**config.mk**
```make
export PLATFORM = sky130hd
export DESIGN_NAME = vertex_homogenize
export DESIGN_NICKNAME = d
export VERILOG_FILES = /design/src/rtl/vertex_homogenize.sv
export SDC_FILE = /design/constraint.sdc
export NUM_CORES = 1
export LEC_CHECK = 0
export CAP_MARGIN = 5
export CORE_MARGIN = 2
export CORE_UTILIZATION = 51
export DETAILED_ROUTE_END_ITERATION = 12
export PLACE_DENSITY = 0.79
export SYNTH_ARGS = -nofsm -noshare
export SYNTH_HDL_FRONTEND = slang
export SYNTH_SLANG_ARGS = --single-unit
```
**constraint.sdc**
```tcl
create_clock -name CLK -period 22.3 [get_ports CLK]
set_clock_uncertainty 0.2 [all_clocks]
set_input_delay 4.46 -clock CLK [delete_from_list [all_inputs] [get_ports CLK]]
set_output_delay 4.46 -clock CLK [all_outputs]
set_load 0.02 [all_outputs]
```
**src/rtl/vertex_homogenize.sv**
```systemverilog
// vertex_homogenize: builds a 4x4 clip-space matrix from four screen-space vertices,
// using one shared sequential shift-add multiplier for the eight X*W / Y*W products.
`default_nettype none

module vertex_homogenize (
   input  logic               CLK,
   input  logic               rst,
   input  logic               start,
   input  logic signed [20:0] vtx1_X,
   input  logic signed [20:0] vtx2_X,
   input  logic signed [20:0] vtx3_X,
   input  logic signed [20:0] vtx4_X,
   input  logic signed [20:0] vtx1_Y,
   input  logic signed [20:0] vtx2_Y,
   input  logic signed [20:0] vtx3_Y,
   input  logic signed [20:0] vtx4_Y,
   input  logic signed [20:0] vtx1_Z,
   input  logic signed [20:0] vtx2_Z,
   input  logic signed [20:0] vtx3_Z,
   input  logic signed [20:0] vtx4_Z,
   output logic signed [20:0] d11,
   output logic signed [20:0] d12,
   output logic signed [20:0] d13,
   output logic signed [20:0] d14,
   output logic signed [20:0] d21,
   output logic signed [20:0] d22,
   output logic signed [20:0] d23,
   output logic signed [20:0] d24,
   output logic signed [20:0] d31,
   output logic signed [20:0] d32,
   output logic signed [20:0] d33,
   output logic signed [20:0] d34,
   output logic signed [20:0] d41,
   output logic signed [20:0] d42,
   output logic signed [20:0] d43,
   output logic signed [20:0] d44,
   output logic               busy,
   output logic               done
);

   typedef enum logic [2:0] {
      S_IDLE  = 3'd0,
      S_LOAD  = 3'd1,
      S_MUL   = 3'd2,
      S_STORE = 3'd3,
      S_DONE  = 3'd4
   } state_t;

   state_t             state_q, state_d;
   logic [2:0]         idx_q, idx_d;
   logic [4:0]         cnt_q, cnt_d;
   logic signed [20:0] x_q [4];
   logic signed [20:0] x_d [4];
   logic signed [20:0] y_q [4];
   logic signed [20:0] y_d [4];
   logic signed [20:0] w_q [4];
   logic signed [20:0] w_d [4];
   logic signed [20:0] d1_q [4];
   logic signed [20:0] d1_d [4];
   logic signed [20:0] d2_q [4];
   logic signed [20:0] d2_d [4];
   logic signed [20:0] d4_q [4];
   logic signed [20:0] d4_d [4];
   logic [41:0]        mcand_q, mcand_d;
   logic [21:0]        mplier_q, mplier_d;
   logic [41:0]        acc_q, acc_d;
   logic               neg_q, neg_d;
   logic               busy_q, busy_d;
   logic               done_q, done_d;

   logic [1:0]         vsel;
   logic signed [20:0] opa;
   logic signed [20:0] opb;
   logic signed [20:0] store_val;

   // 22-bit magnitude so that -1048576 becomes +1048576 without wrapping
   function automatic logic [21:0] mag22(input logic signed [20:0] v);
      logic signed [21:0] e;
      e = {v[20], v};
      mag22 = v[20] ? $unsigned(-e) : $unsigned(e);
   endfunction

   assign vsel = idx_q[2:1];
   assign opa  = idx_q[0] ? y_q[vsel] : x_q[vsel];
   assign opb  = w_q[vsel];

   always_comb begin
      store_val = '0;
      if (!neg_q) begin
         store_val = (acc_q > 42'd1048575) ? 21'h0FFFFF : acc_q[20:0];
      end else begin
         store_val = (acc_q > 42'd1048576) ? 21'h100000 : 21'(~acc_q[20:0] + 21'd1);
      end
   end

   always_comb begin
      state_d  = state_q;
      idx_d    = idx_q;
      cnt_d    = cnt_q;
      x_d      = x_q;
      y_d      = y_q;
      w_d      = w_q;
      d1_d     = d1_q;
      d2_d     = d2_q;
      d4_d     = d4_q;
      mcand_d  = mcand_q;
      mplier_d = mplier_q;
      acc_d    = acc_q;
      neg_d    = neg_q;
      busy_d   = busy_q;
      done_d   = 1'b0;

      case (state_q)
         S_IDLE: begin
            if (start) begin
               x_d     = '{vtx1_X, vtx2_X, vtx3_X, vtx4_X};
               y_d     = '{vtx1_Y, vtx2_Y, vtx3_Y, vtx4_Y};
               w_d     = '{vtx1_Z, vtx2_Z, vtx3_Z, vtx4_Z};
               d4_d    = '{vtx1_Z, vtx2_Z, vtx3_Z, vtx4_Z};
               idx_d   = 3'd0;
               busy_d  = 1'b1;
               state_d = S_LOAD;
            end
         end
         S_LOAD: begin
            mcand_d  = {20'd0, mag22(opa)};
            mplier_d = mag22(opb);
            acc_d    = '0;
            cnt_d    = 5'd0;
            neg_d    = opa[20] ^ opb[20];
            state_d  = S_MUL;
         end
         S_MUL: begin
            if (mplier_q[0]) begin
               acc_d = acc_q + mcand_q;
            end
            mcand_d  = mcand_q << 1;
            mplier_d = mplier_q >> 1;
            cnt_d    = 5'(cnt_q + 5'd1);
            if (cnt_q == 5'd20) begin
               state_d = S_STORE;
            end
         end
         S_STORE: begin
            if (idx_q[0]) begin
               d2_d[vsel] = store_val;
            end else begin
               d1_d[vsel] = store_val;
            end
            if (idx_q == 3'd7) begin
               busy_d  = 1'b0;
               done_d  = 1'b1;
               state_d = S_DONE;
            end else begin
               idx_d   = 3'(idx_q + 3'd1);
               state_d = S_LOAD;
            end
         end
         S_DONE: begin
            state_d = S_IDLE;
         end
         default: begin
            busy_d  = 1'b0;
            state_d = S_IDLE;
         end
      endcase
   end

   always_ff @(posedge CLK or posedge rst) begin
      if (rst) begin
         state_q  <= S_IDLE;
         idx_q    <= '0;
         cnt_q    <= '0;
         mcand_q  <= '0;
         mplier_q <= '0;
         acc_q    <= '0;
         neg_q    <= 1'b0;
         busy_q   <= 1'b0;
         done_q   <= 1'b0;
         for (int i = 0; i < 4; i++) begin
            x_q[i]  <= '0;
            y_q[i]  <= '0;
            w_q[i]  <= '0;
            d1_q[i] <= '0;
            d2_q[i] <= '0;
            d4_q[i] <= '0;
         end
      end else begin
         state_q  <= state_d;
         idx_q    <= idx_d;
         cnt_q    <= cnt_d;
         mcand_q  <= mcand_d;
         mplier_q <= mplier_d;
         acc_q    <= acc_d;
         neg_q    <= neg_d;
         busy_q   <= busy_d;
         done_q   <= done_d;
         x_q      <= x_d;
         y_q      <= y_d;
         w_q      <= w_d;
         d1_q     <= d1_d;
         d2_q     <= d2_d;
         d4_q     <= d4_d;
      end
   end

   assign d11  = d1_q[0];
   assign d12  = d1_q[1];
   assign d13  = d1_q[2];
   assign d14  = d1_q[3];
   assign d21  = d2_q[0];
   assign d22  = d2_q[1];
   assign d23  = d2_q[2];
   assign d24  = d2_q[3];
   assign d31  = '0;
   assign d32  = '0;
   assign d33  = '0;
   assign d34  = '0;
   assign d41  = d4_q[0];
   assign d42  = d4_q[1];
   assign d43  = d4_q[2];
   assign d44  = d4_q[3];
   assign busy = busy_q;
   assign done = done_q;

endmodule

`default_nettype wire

```
==> impl_metrics.csv <==
group,metric,value,unit
layout,ff_latch_area,0.0135,mm2
sta,fin_crit,6870,ps
worst_setup_path,start_kind,"input pin",
sta,finalHoldViolCount,0,
detailed_routing,wl_met1,30900,um
worst_hold_path,hold_path_depth,2,
synth,synth_largest_area_cell,"dfrtp_1",
place,dpl.hpwl,57700,um
worst_setup_path,slowest_stage,"buf_4",
synth,yosysTopAreaCellShare,51.0,%
cts,clock_latency,610,ps
detailed_routing,met2WireLength,40300,um
detailed_routing,routed.top_layer,"met5",
sta,setup_viol_count_final,0,
sta,slew_headroom,15.3,%
synth,ys_warn_count,0,
layout,layout.nets,3520,
sta,period_share,30.8,%
detailed_routing,drc,0,
floorplan,fp.dieW,232,um
cts,cts_tree,"built",
cts,cts.sinks,540,
detailed_routing,detail-route-antenna-nets,0,
cts,post_cts_buffers,0,
detailed_routing,routed_wirelength,80500,um
grt,grt_antenna_before_repair,23,
synth,synth_cells,2782,
sta,worst_slew_pin_slew,1270,ps
place,io_buffers,508,
status,outcome,"finished, final reports clean",
worst_setup_path,crit_buf_inv,2,
worst_setup_path,crit_fanout,101,
cts,cts.path.max_buffers,3,
worst_setup_path,critical_path_class,"input pin to flop",
worst_setup_path,cp.depth,6,
worst_setup_path,cp-end-kind,"flop",
cts,cts_max_level,2,
worst_setup_path,critPathArrivalTime,7210,ps
pwr,power_leakage,0.0158,uW
worst_setup_path,r2r.worst_path.cells,8,
sta,fmax,0.146,GHz
detailed_routing,initialDrtViolationCount,2038,
floorplan,ios,593,
sta,rsz0062_at_grt,"false",
pwr,power,2360,uW
floorplan,coreArea,0.0514,mm2
layout,final_cell_area,0.0336,mm2
worst_setup_path,cp_common_cell,"nand2_1",
pwr,powerDensity,70.1,mW/mm2
synth,ys.flop_type,"dfrtp_1",
worst_setup_path,path_cells,"clkdlybuf4s50_1, nor2b_1, and2_4, buf_4, nand2_1, nand2_1",
layout,multiInputGateArea,0.0120,mm2
sta,setup-tns-final,0,ps
synth,yosys-top-cells-area,"dfrtp_1 51%, nand2_1 12%, mux4_2 5.3%, a21oi_1 2.9%, o21ai_0 2.6%",
worst_setup_path,cp_top_family,"buffers and inverters",
detailed_routing,dr.pass1.iters,5,
detailed_routing,vias_per_cell,5.64,
floorplan,rows,83,
cts,numCtsBuffers,55,
synth,synth_seq_cells,540,
layout,drive_above_1_share,8.37,%
worst_setup_path,slowest_delay,900,ps
place,placedInstanceArea,0.0317,mm2
layout,num-fill-cells,4059,
place,gp_congestion,0.912,
worst_setup_path,crit_required,22640,ps
grt,grt_max_degree,172,
floorplan,die-height,232,um
cts,clkTransAtPathRegs,60,ps
floorplan,die_area,0.0538,mm2
grt,track_usage,29.6,%
sta,slew_viol_final,0,
cts,ctsResizeCount,0,
detailed_routing,wl_per_cell,20.3,um
grt,globalRouteOverflowTotal,0,
synth,synth.distinct_cells,89,
place,place_ws,14850,ps
synth,async_reset_ff_share,100,%
synth,synth_edf_count,0,
detailed_routing,wl_met3,5800,um
cts,cts_root_buffer,"clkbuf_16",
layout,fin_util,65.4,%
floorplan,initial_core_util,51.6,%
detailed_routing,vias,22300,
synth,syn_area,0.0265,mm2
layout,areaGrowthSynthToFinish,26.9,%
sta,setup_ws,15430,ps
synth,synth_seq_area_share,51.0,%
synth,avgSynthCellArea,9.53,um2
grt,grt_pass1_wl,125000,um
cts,holdBufCountCts,0,
grt,grt_pass1_vias,22300,
pwr,irDropWorstVdd,0.0602,mV
job,max-cap-violations,0,
worst_hold_path,hold_class,"flop to flop",
-- report_power, final --
group,internal [uW],switching (uW),total [uW],leakage (uW)
Clock,560,403,964,0.000928
Sequential,1030,39.5,1070,0.00717
Combinational,141,188,329,0.00775
-- layout make-up --
class,count,share of cell area [%]
clock inverter,32,1.10
multi-input combinational,2064,35.6
inverter,24,0.290
timing repair buffer,531,15.7
antenna,17,0.126
tap,680,2.53
sequential,540,40.2
clock buffer,71,4.48
-- final timing paths --
check / start / slack, ps / to
setup / recovery: start / 15430 / x_q[6]
hold / removal: y_q[29] / 270 / y_q[29]
setup reg to reg: acc_q[41] / 18180 / d21[19]
hold reg to reg: y_q[29] / 270 / y_q[29]
max in group asynchronous: rst / 15920 / d21[8]
min in group asynchronous: rst / 4290 / x_q[57]
-- metal layers --
layer	global-route usage (%)	up-vias
met5	0	-
met4	13.1	14
met3	6.48	192
met2	50.0	882
met1	36.7	11000
li1	-	10200
-- cell usage after synthesis (5+ instances only) --
library cell and instances:
ha_1 48, clkbuf_1 120, nor3b_1 5, xnor2_1 30
a31oi_1 25, buf_2 13, o21ai_0 140, inv_1 24
a21o_1 18, or3_1 12, o22a_1 16, and2_1 10
o211ai_1 6, a22o_1 21, o21bai_1 7, o31ai_1 10
buf_1 8, mux2i_1 24, buf_4 89, nand2b_1 12
nand2_1 880, o21ai_1 9, buf_6 7, mux4_2 62
nor2_1 165, and3_1 13, nor2b_1 6, xor2_1 40
nand3_1 53, a21oi_1 153, a211oi_1 8, nor3_1 19
dfrtp_1 540, nand4_1 9, a22oi_1 37, o21a_1 11
nor4_1 9, mux2_2 42
-- metrics by stage --
stage | hold slack, ps | cells
2_1_floorplan | 240 | 2865
3_3_place_gp | 252 | 3838
3_5_place_dp | 260 | 3838
4_1_cts | 275 | 3941
5_1_grt | 291 | 3955
6_report | 272 | 3959
-- layout by cell type, fill, tap and decap left out, types with 16 or more instances in the layout --
cell type	n
a21o_1	18
a21oi_1	153
a22o_1	21
a22oi_1	37
a31oi_1	25
buf_4	21
clkbuf_16	55
clkdlybuf4s50_1	508
clkinv_2	17
conb_1	84
dfrtp_1	537
diode_2	17
ha_1	48
inv_1	23
mux2_2	42
mux2i_1	23
mux4_2	62
nand2_1	878
nand3_1	53
nor2_1	161
nor3_1	17
o21ai_0	139
o22a_1	16
xnor2_1	30
xor2_1	40
-- state kept, by name, summed over array words and instances, names as in the netlist, 22 cells and up --
name and flops:
x_q 84, y_q 84, acc_q 42, mcand_q 42, mplier_q 22
-- worst reg2reg max path: stages (launching register included) --
cell,delay (ps)
dfrtp_1,410
nor4_1,380
nand4_1,210
nor4_1,850
nand2b_1,210
nand2b_1,760
o31ai_1,200
a21oi_2,540
o21ai_0,200
-- logic make-up after synthesis --
group,share of synthesized area (%)
buf+inv,5.21
fa+ha+maj,2.34
compound gates,11.9
flops,51.0
xor+xnor,2.31
other cells,0.0141
simple gates,19.3
mux,7.95
(Power assumes the default switching activity.)
